[config.mk]
export PLATFORM = sky130hd
export DESIGN_NAME = mult_div_sequencer
export DESIGN_NICKNAME = d
export VERILOG_FILES = /design/src/rtl/mult_div_sequencer.sv
export SDC_FILE = /design/constraint.sdc
export NUM_CORES = 1
export LEC_CHECK = 0
export CORE_ASPECT_RATIO = 0.9
export CORE_MARGIN = 2
export CORE_UTILIZATION = 25
export CTS_CLUSTER_DIAMETER = 80
export DETAILED_ROUTE_END_ITERATION = 6
export SYNTH_ARGS = -nofsm -noshare
export SYNTH_HDL_FRONTEND = slang
export SYNTH_SLANG_ARGS = --single-unit
[constraint.sdc]
create_clock -name clk -period 3.1 [get_ports clk]
set_clock_uncertainty 0.05 [all_clocks]
set_input_delay 0.465 -clock clk [delete_from_list [all_inputs] [get_ports clk]]
set_output_delay 0.465 -clock clk [all_outputs]
set_load 0.005 [all_outputs]
[src/rtl/mult_div_sequencer.sv]
// mult_div_sequencer
//   Iterative multiply/divide unit that owns the CPU's HI/LO register pair.
//   A multiply runs 32 shift-add steps and a divide runs 32 restoring steps,
//   both on operand magnitudes. A final FIX cycle applies sign correction
//   and writes HI/LO. While the unit is busy, it stalls the pipeline if any
//   instruction tries to touch HI/LO.
// Ports
//   clk, rst_n         clock, synchronous active-low reset
//   sig_start, sig_op  start request and operation code
//                      (00 multu, 01 mult, 10 divu, 11 div)
//   src_a, src_b       multiplicand/dividend and multiplier/divisor
//   sig_mf_req         mfhi/mflo pending in the Decode stage
//   sig_mthi, sig_mtlo direct write of write_data into HI/LO (only when idle)
//   hi, lo             HI/LO register outputs
//   busy, done         sequence in progress; one-cycle result pulse
//   stall              combinational stall request to the hazard unit
module mult_div_sequencer #(
  parameter int unsigned WIDTH = 32
) (
  input  logic             clk,
  input  logic             rst_n,
  input  logic             sig_start,
  input  logic [1:0]       sig_op,
  input  logic [WIDTH-1:0] src_a,
  input  logic [WIDTH-1:0] src_b,
  input  logic             sig_mf_req,
  input  logic             sig_mthi,
  input  logic             sig_mtlo,
  input  logic [WIDTH-1:0] write_data,
  output logic [WIDTH-1:0] hi,
  output logic [WIDTH-1:0] lo,
  output logic             busy,
  output logic             done,
  output logic             stall
);

  localparam int unsigned CW = $clog2(WIDTH);
  localparam logic [CW-1:0] LAST = CW'(WIDTH - 1);

  typedef enum logic [1:0] {S_IDLE, S_RUN, S_FIX} state_t;

  state_t state, state_nxt;

  logic [CW-1:0]      count;
  logic               is_div;
  logic               neg_res;   // product / quotient must be negated
  logic               neg_rem;   // remainder takes the dividend's sign
  logic               div_zero;
  logic [WIDTH-1:0]   operand;   // multiplicand (mult) or divisor (div)
  logic [WIDTH-1:0]   a_raw;     // unmodified dividend for divide-by-zero result
  // mult: {product upper, multiplier/product lower}; div: {remainder, quotient}
  logic [2*WIDTH-1:0] acc;

  logic               op_signed;
  logic [WIDTH-1:0]   a_mag, b_mag;
  logic [WIDTH:0]     mul_sum;
  logic [WIDTH:0]     rem_sh;
  logic [WIDTH:0]     rem_sub;
  logic [2*WIDTH-1:0] acc_step;
  logic [2*WIDTH-1:0] prod_fix;
  logic [WIDTH-1:0]   quot_fix, rem_fix;

  always_ff @(posedge clk) begin
    if (!rst_n) state <= S_IDLE;
    else        state <= state_nxt;
  end

  always_comb begin
    state_nxt = state;
    case (state)
      S_IDLE:  if (sig_start) state_nxt = S_RUN;
      S_RUN:   if (count == LAST) state_nxt = S_FIX;
      S_FIX:   state_nxt = S_IDLE;
      default: state_nxt = S_IDLE;
    endcase
  end

  assign busy  = (state != S_IDLE);
  assign stall = busy & (sig_start | sig_mf_req | sig_mthi | sig_mtlo);

  always_comb begin
    op_signed = sig_op[0];
    a_mag     = (op_signed && src_a[WIDTH-1]) ? -src_a : src_a;
    b_mag     = (op_signed && src_b[WIDTH-1]) ? -src_b : src_b;

    // Multiply step: add the multiplicand to the upper half, keep the carry,
    // then shift the whole product right by one.
    mul_sum  = {1'b0, acc[2*WIDTH-1:WIDTH]} + (acc[0] ? {1'b0, operand} : '0);
    // Restoring-divide step on the {rem, quot} pair shifted left by one.
    rem_sh   = {acc[2*WIDTH-1:WIDTH], acc[WIDTH-1]};
    rem_sub  = rem_sh - {1'b0, operand};
    acc_step = '0;
    if (is_div) begin
      if (rem_sh >= {1'b0, operand})
        acc_step = {rem_sub[WIDTH-1:0], acc[WIDTH-2:0], 1'b1};
      else
        acc_step = {rem_sh[WIDTH-1:0], acc[WIDTH-2:0], 1'b0};
    end else begin
      acc_step = {mul_sum, acc[WIDTH-1:1]};
    end

    prod_fix = neg_res ? -acc : acc;
    quot_fix = neg_res ? -acc[WIDTH-1:0] : acc[WIDTH-1:0];
    rem_fix  = neg_rem ? -acc[2*WIDTH-1:WIDTH] : acc[2*WIDTH-1:WIDTH];
  end

  always_ff @(posedge clk) begin
    if (!rst_n) begin
      hi       <= '0;
      lo       <= '0;
      done     <= 1'b0;
      count    <= '0;
      is_div   <= 1'b0;
      neg_res  <= 1'b0;
      neg_rem  <= 1'b0;
      div_zero <= 1'b0;
      operand  <= '0;
      a_raw    <= '0;
      acc      <= '0;
    end else begin
      done <= 1'b0;
      case (state)
        S_IDLE: begin
          if (sig_start) begin
            is_div   <= sig_op[1];
            neg_res  <= op_signed & (src_a[WIDTH-1] ^ src_b[WIDTH-1]);
            neg_rem  <= op_signed & src_a[WIDTH-1];
            div_zero <= (src_b == '0);
            a_raw    <= src_a;
            operand  <= sig_op[1] ? b_mag : a_mag;
            acc      <= {{WIDTH{1'b0}}, (sig_op[1] ? a_mag : b_mag)};
            count    <= '0;
          end else begin
            if (sig_mthi) hi <= write_data;
            if (sig_mtlo) lo <= write_data;
          end
        end
        S_RUN: begin
          acc   <= acc_step;
          count <= count + CW'(1);
        end
        S_FIX: begin
          done <= 1'b1;
          if (is_div) begin
            if (div_zero) begin
              hi <= a_raw;
              lo <= '1;
            end else begin
              hi <= rem_fix;
              lo <= quot_fix;
            end
          end else begin
            {hi, lo} <= prod_fix;
          end
        end
        default: ;
      endcase
    end
  end

endmodule
==> Yosys cells after proc, flatten, opt, wreduce, memory -nomap -nowiden <==
Cells that the tools add are included.
{ "totals": {"ff_bits": 204, "latchBits": 0, "ram_bits": 0, "mem_bits_ro": 0, "in_bits": 104, "n_memories": 0} }
{ "classes": {"n_addsub": 8, "mul": 0, "n_div": 0, "n_lt_le_gt_ge": 1, "eq_ne": 8, "shift": 0, "mux": 28, "bitwise": 7, "n_reduce_logical": 12} }
{ "ops": {"columns": ["operator", "count"], "rows": [
  ["two-way mux 32 bit", 15],
  ["two-way mux 64 bit", 4],
  ["negation 32 bit", 4],
  ["one-hot mux 32 bit (2 select lines)", 2],
  ["one-hot mux 64 bit (2 select lines)", 1],
  ["negation 64 bit", 1],
  ["adder 32 x 32 -> 33 bit", 1],
  [">= comparator 33 x 32 -> 1 bit", 1],
  ["zero test 32 bit", 1],
  ["subtractor 32 bit", 1],
  ["!= test 2 bit, second input constant", 5],
  ["one-hot mux 5 bit (2 select lines)", 1],
  ["AND reduction 2 bit", 3],
  ["AND reduction 3 bit", 2],
  ["nonzero test 2 bit", 3],
  ["adder 5 x 1 -> 5 bit, second input constant", 1],
  ["== test 5 bit, second input constant", 1],
  ["two-way mux 5 bit", 1],
  ["two-way mux 2 bit", 2],
  ["one-hot mux 2 bit (2 select lines)", 1],
  ["bitwise AND 1 bit", 3],
  ["bitwise OR 1 bit", 3],
  ["== test 2 x 1 -> 1 bit, second input constant", 1],
  ["== test 2 bit, second input constant", 1],
  ["4 further kinds", 5]
]} }

==> Longest topological paths before layout <==
Gate-level depths: netlist of the first run.
{ "logic_depth": {"word_depth": 5, "depth_mapped": 14} }

==> Least setup slack after synthesis of the first run <==
OpenSTA, ideal clock, no wires.
{ "synth_path": {"kind": "register to register", "startpoint": "register acc[51]", "endpoint": "register acc[40]", "setup_time_ps": 137, "t_arrival_ps": 2988, "required_ps": 2913, "path_slack_ps": -75, "stages_incl_launch_ff": 14, "path_buffers": 4, "synth_period_minus_slack_ps": 3175, "cell_sequence": "dfxtp_1 ha_1 clkbuf_1 and3_1 clkbuf_1 and2_1 and4b_1 nand2b_1 o21bai_1 and2_1 clkbuf_1 buf_1 mux2i_1 o221ai_1"} }
{ "synth_between": {"elab_chain_cells": 4} }
{ "synth_lines": {"columns": ["element", "line", "text"], "rows": [
  ["start: declaration", "52", "logic [2*WIDTH-1:0] acc;"],
  ["start signal: assignment", "131", "acc <= {{WIDTH{1'b0}}, (sig_op[1] ? a_mag : b_mag)};"],
  ["start signal: assignment", "139", "acc <= acc_step;"],
  [">= comparator 33 x 32 -> 1 bit", "94", "if (rem_sh >= {1'b0, operand})"],
  ["two-way mux 64 bit", "94", null],
  ["two-way mux 64 bit", "93", "if (is_div) begin"],
  ["one-hot mux 64 bit (2 select lines)", "122", "case (state)"]
]} }
No other way between the ends.
A chain may end at the register's enable or synchronous reset.

==> Worst setup path in the final report of the first run <==
{ "layout_path": {"startpoint": "register acc[7]", "endpoint": "register lo[28]"} }
{ "layout_between": {"elab_chain_cells": 5, "word_cells_on_any_way": 7, "cone_classes": "add/sub: 2; mux: 5"} }
{ "layout_lines": {"columns": ["element", "line", "text"], "rows": [
  ["negation 32 bit", "103", "quot_fix = neg_res ? -acc[WIDTH-1:0] : acc[WIDTH-1:0];"],
  ["two-way mux 32 bit", "103", null],
  ["two-way mux 32 bit", "145", "if (div_zero) begin"],
  ["two-way mux 32 bit *", "144", "if (is_div) begin"],
  ["one-hot mux 32 bit (2 select lines) *", "122", null],
  ["end signal: assignment", "135", "if (sig_mtlo) lo <= write_data;"],
  ["end signal: assignment", "150", "lo <= quot_fix;"],
  ["end signal: assignment", "153", "{hi, lo} <= prod_fix;"],
  ["end: declaration", "31", "output logic [WIDTH-1:0] lo,"]
]} }
Mark *: on every way between the ends. The rest lies on a longest branch, timed or not.

==> flow_metrics.py, run 1 <==
metrics = {
    "run_status": {
        "status": "finished, final reports clean",
    },
    "grt": {
        "gr-total-overflow": 0,
        "grt_util_all_layers_pct": 21.9,
        "grt_pass1_wl_um": 117000,
        "grt_max_degree": 81,
        "grt_pass1_vias": 18353,
        "antenna_found_initial": 1,
    },
    "placed_design": {
        "place_hpwl_um": 64600,
        "gp_congestion": 0.997,
        "dp_slack_ns": -0.418,
        "port_buffers": 170,
        "placed_area_mm2": 0.0222,
    },
    "synthesis": {
        "synth_cells": 2343,
        "netlist.top_cell.by_area": "dfxtp_1",
        "async_flop_share_pct": 0,
        "synth_top_area_share_pct": 24.2,
        "ys_seq_area_share_pct": 24.2,
        "postSynthAreaPerCell_um2": 7.20,
        "synth_nets": 2519,
        "ys.flop_type": "dfxtp_1",
        "yosysUniqueCellTypes": 77,
        "ys_warn_count": 0,
        "netlist_area_mm2": 0.0169,
        "synth_edf_count": 0,
        "ys_top_cells_by_area": "dfxtp_1 (24%), a21oi_1 (7.6%), nand2_1 (6.6%), ha_1 (5.2%), o21ai_0 (4.9%)",
        "synth_seq_cells": 204,
    },
    "clocking": {
        "cts_made_buffers": 26,
        "clk_pin_slew_worst_paths_ns": 0.06,
        "cts_hold_buf": 0,
        "root_buffer": "clkbuf_16",
        "clk_path_buf_depth": 3,
        "cts_sinks": 204,
        "cts_tree": "yes",
        "insertion_delay_ns": 0.58,
        "cts_max_level": 1,
    },
    "detailed_routing": {
        "drt_wl_total_um": 79700,
        "via_per_inst": 5.48,
        "wl_per_cell_um": 21.7,
        "drt_first_pass_iters": 6,
        "drt_iter0_drc": 2211,
        "vias": 20090,
        "postRouteAntennaNets": 0,
        "drt_drc_violations_left": 0,
    },
    "timing": {
        "slew_viol_final": 0,
        "tightest_slew_ns": 0.828,
        "worst_hold_slack_ns": 0.383,
        "max_slew_margin_pct": 44.6,
        "min_period_over_period_pct": 98.7,
        "setup_viol": 0,
        "setup_tns_ns": 0,
        "final_hold_viol_count": 0,
        "setup_slack_ns": 0.0416,
        "grt_setup_unrepaired": "true",
        "fin_crit_ns": 3.06,
        "max_freq_mhz": 327,
    },
    "critical_path": {
        "arrival_ns": 3.51,
        "slowest_stage": "or4_4",
        "max_stage_delay_ns": 0.53,
        "crit_chain": "or4_4, or4_4, or4_4, or4_4, o41ai_4, xnor2_1, o221ai_1, a21oi_1",
        "cp-start-kind": "flip-flop",
        "reg2reg_depth": 8,
        "cp.required_ns": 3.55,
        "worst-setup-path-type": "flip-flop to flip-flop",
        "crit_cells": 8,
        "end_kind": "flip-flop",
        "path_common_cell": "or4_4",
        "path_delay_family": "simple AND/OR/NAND/NOR gates",
        "crit_buf_inv": 0,
        "path_max_fanout": 5,
    },
    "cells_and_area": {
        "area_growth_pct": 38.9,
        "n_fill_cell": 7141,
        "fin_area_mm2": 0.0234,
        "diodes": 0,
        "final_cell_mix": "buf_4 (408), nand2_1 (294), a21oi_1 (241)",
        "fin_nets": 2952,
        "final_core_util_pct": 35.0,
        "final_common_cell": "buf_4",
        "drive_gt1_share_pct": 21.0,
    },
    "floorplanning": {
        "core.rowCount": 90,
        "die_w_um": 278,
        "die_area_mm2": 0.0696,
        "start_util_pct": 25.2,
        "ios": 171,
        "core_area_mm2": 0.0669,
        "die_h_um": 250,
    },
    "run": {
        "cap_violations": 0,
    },
    "min_path": {
        "hold_path.class": "primary input to flip-flop",
        "whs_path_depth": 3,
    },
    "pwr": {
        "p_leak_nw": 9.29,
        "ir_worst_vdd_mv": 0.372,
        "power_density_mw_per_mm2": 386,
    },
}
==> cell usage after synthesis, drive strengths merged, types with 17 or more instances <==
cell type  instances
or2               22
o31ai             28
clkbuf           163
a211oi            54
xor2              70
a21oi            256
o41ai             21
nand2            297
or3               25
o221ai            40
ha                70
a21o              30
nand2b            17
a31oi             27
mux2i             51
nand4             24
nor2             178
nor3              37
a221oi            24
nor4              23
xnor2             94
and3              22
or4               21
o211ai            39
nand3             60
buf               19
inv               70
dfxtp            204
o21ai            165
==> path summary, 6_finish.rpt <==
path                                     startpoint                     to  slack [ns]
worst max-delay path            acc[7]$_SDFFE_PN0P_    lo[28]$_SDFFE_PN0P_        0.04
worst min-delay path                          rst_n  count[3]$_SDFFE_PN0P_        0.38
worst max register to register  acc[7]$_SDFFE_PN0P_    lo[28]$_SDFFE_PN0P_        0.04
worst min register to register   lo[2]$_SDFFE_PN0P_     lo[2]$_SDFFE_PN0P_        0.40
==> state kept, by name, indices dropped and copies added (netlist names) <==
signal    count
div_zero      1
count         5
is_div        1
lo           32
neg_rem       1
acc          64
operand      32
a_raw        32
neg_res       1
state         2
done          1
hi           32
==> metal layers <==
| layer | up-vias | routed length [um] | share of wire, % | global-route usage (%) |
|---|---|---|---|---|
| met5 | - | 0 | 0 | 0 |
| met2 | 997 | 31900 | 40 | 30.6 |
| met1 | 9515 | 36900 | 46 | 32.6 |
| li1 | 9468 | - | - | - |
| met4 | 0 | 1790 | 2.2 | 4.97 |
| met3 | 110 | 9110 | 11 | 6.01 |
==> repair_timing <==
action,in CTS,in global routing
buffers inserted,1,6
endpoints found under the setup margin,42,48
pin swaps,4,34
gates resized for setup,25,86
==> tightest hold or removal path: stages <==
cell and delay [ns]:
buf_2 0.27, o21ai_0 0.15, a21oi_1 0.05
==> layout make-up <==
| cell class | count | area, um^2 | area share [%] |
|---|---|---|---|
| multi-input cells | 1884 | 12200 | 52.3 |
| clock inverters | 11 | 97.6 | 0.417 |
| well taps | 874 | 1090 | 4.67 |
| repair buffers | 587 | 4910 | 21.0 |
| flip-flops and latches | 204 | 4090 | 17.5 |
| inverters | 73 | 277 | 1.18 |
| clock buffers | 33 | 707 | 3.02 |
==> report_power, final <==
part / switching, mW / internal (mW) / total (mW)
Sequential: 0.146 / 2.78 / 2.93
Combinational: 1.81 / 1.36 / 3.18
Clock: 1.30 / 1.62 / 2.92
==> metrics by stage <==
step,power (mW),instances
floorplan,4.48,2343
global placement,5.97,3615
detailed placement,5.97,3615
CTS,8.89,3660
global route,9.37,3666
finish,9.03,3666
==> cell families after synthesis <==
| family | count (synthesis) | synth area share, % |
|---|---|---|
| simple gates | 782 | 21.8 |
| xor+xnor | 164 | 8.52 |
| fa+ha+maj | 72 | 5.43 |
| compound gates | 809 | 30.9 |
| buf+inv | 255 | 5.73 |
| mux | 57 | 3.43 |
| flops | 204 | 24.2 |
Note: power is estimated with default switching activity, not from simulation.
==> inputs of run 2 (changes only) <==
- CELL_PAD_IN_SITES_DETAIL_PLACEMENT: unset -> 2
- CELL_PAD_IN_SITES_GLOBAL_PLACEMENT: unset -> 2
- PLACE_DENSITY_LB_ADDON: unset -> 0.1
- clock period: 3.1 -> 3.84 ns (I/O delays scaled with it)
==> run 2 against run 1 <==
Compared with the run above:
- worst setup slack improved by 0.18 ns
- global-route usage rose by 5.1 points
- sequential power fell by 18%
- power fell by 17%
- critical path depth rose by 2
- non-clock buffer count fell by 242
- register-to-register slack improved by 0.18 ns
- sequential share of layout area rose by 1.7 points
- critical path type unchanged
- combinational power fell by 26%
==> flow_metrics.py, run 2 (same netlist as run 1, synthesis figures left out) <==
metrics = {
    "run_status": {
        "status": "finished, final reports clean",
    },
    "cells_and_area": {
        "final_common_cell": "nand2_1",
        "area_growth_pct": 26.6,
        "fin_nets": 2712,
        "drive_gt1_share_pct": 11.0,
        "top_register": "acc",
        "largest_register_ffs": 64,
        "final_cell_mix": "nand2_1 (296), a21oi_1 (256), dfxtp_1 (202)",
        "final_core_util_pct": 31.9,
    },
    "grt": {
        "gr-total-overflow": 0,
        "grt_pass1_vias": 20354,
        "grt_pass1_wl_um": 141000,
        "antenna_found_initial": 1,
        "grt_util_all_layers_pct": 27.0,
        "grt_max_degree": 82,
    },
    "timing": {
        "tightest_slew_ns": 0.920,
        "fin_crit_ns": 3.62,
        "final_hold_viol_count": 0,
        "setup_viol": 0,
        "max_slew_margin_pct": 38.5,
        "slew_viol_final": 0,
        "setup_tns_ns": 0,
        "max_freq_mhz": 277,
        "setup_slack_ns": 0.225,
        "min_period_over_period_pct": 94.1,
        "worst_hold_slack_ns": 0.305,
        "grt_setup_unrepaired": "false",
    },
    "min_path": {
        "hold_path.class": "primary input to flip-flop",
    },
    "placed_design": {
        "gp_congestion": 0.911,
        "dp_slack_ns": 0.151,
        "place_hpwl_um": 78300,
        "port_buffers": 170,
    },
    "clocking": {
        "cts_made_buffers": 28,
        "cts_tree": "yes",
        "clk_pin_slew_worst_paths_ns": 0.06,
        "post_cts_buffers": 0,
        "insertion_delay_ns": 0.58,
        "root_buffer": "clkbuf_16",
        "cts_max_level": 1,
        "cts_sinks": 204,
        "clk_path_buf_depth": 3,
    },
    "detailed_routing": {
        "drt_iter0_drc": 1483,
        "wl_per_cell_um": 28.2,
        "postRouteAntennaNets": 0,
        "drt_drc_violations_left": 0,
        "via_per_inst": 5.71,
        "drt_first_pass_iters": 5,
        "drt_wl_total_um": 96800,
        "vias": 19586,
    },
    "floorplanning": {
        "start_util_pct": 25.2,
        "die_h_um": 250,
        "die_w_um": 278,
        "core_area_mm2": 0.0669,
        "core.rowCount": 90,
        "ios": 171,
        "die_area_mm2": 0.0696,
    },
    "pwr": {
        "ir_worst_vdd_mv": 0.325,
        "power_density_mw_per_mm2": 351,
        "p_leak_nw": 8.09,
    },
    "critical_path": {
        "worst-setup-path-type": "flip-flop to flip-flop",
        "arrival_ns": 4.00,
        "cp.required_ns": 4.23,
        "end_kind": "flip-flop",
        "path_max_fanout": 11,
        "cp-start-kind": "flip-flop",
    },
    "run": {
        "cap_violations": 0,
    },
}
-- run 2: changes by cell type in the layout (fill, tap and decap cells not counted), sizes merged --
cell,delta
clkbuf,+6
clkinv,-2
buf,-242
diode,+2
bufinv,+3
inv,-2
clkinvlp,+1
-- run 2: critical path, cell delays in order (launching register included) --
cell,delay (ns)
dfxtp_1,0.44
inv_1,0.16
ha_1,0.30
or3b_2,0.57
or2_2,0.35
or3_1,0.36
nor4_1,0.37
buf_4,0.24
mux2i_1,0.08
o21ai_0,0.43
a21oi_1,0.12
-- run 2: where the power goes --
group / internal [mW] / switching (mW)
logic: 0.866 / 1.48
clock network: 1.67 / 1.09
registers: 2.25 / 0.150
-- run 2: worst paths after layout --
check	from	to	slack (ns)	cells after the start
max	acc[33]$_SDFFE_PN0P_	hi[26]$_SDFFE_PN0P_	0.22	10
min	rst_n	hi[20]$_SDFFE_PN0P_	0.31	3
max reg2reg	acc[33]$_SDFFE_PN0P_	hi[26]$_SDFFE_PN0P_	0.22	10
min reg2reg	count[3]$_SDFFE_PN0P_	count[3]$_SDFFE_PN0P_	0.41	1
-- run 2: metal layers --
| metal | global-route usage [%] | wire [um] | share of wire [%] |
|---|---|---|---|
| met5 | 0 | 13 | 0.013 |
| met4 | 7.20 | 2930 | 3.0 |
| met3 | 4.55 | 5700 | 5.9 |
| met2 | 40.0 | 40300 | 42 |
| met1 | 39.9 | 47900 | 49 |
-- run 2: what timing repair did --
item	CTS	global route
endpoints found under the setup margin	0	5
hold buffers	0	0
hold endpoints to repair	0	0
gates resized for setup	0	4
-- run 2: final cells by class --
| cell class | instances | area, um^2 |
|---|---|---|
| fillers | 7832 | 45500 |
| diodes | 2 | 5.00 |
| multi-input cells | 1884 | 11900 |
| flip-flops and latches | 204 | 4090 |
| well taps | 874 | 1090 |
| clock buffers | 39 | 812 |
| clock inverters | 11 | 151 |
| repair buffers | 345 | 3040 |
| inverters | 73 | 277 |
-- run 2: stage by stage --
step           power, mW  area (um^2)  cells
2_1_floorplan       3.62        16900   2343
3_3_place_gp        4.69        20400   3380
3_5_place_dp        4.74        20400   3380
4_1_cts             7.53        21300   3430
5_1_grt             7.83        21300   3430
6_report            7.50        21300   3432
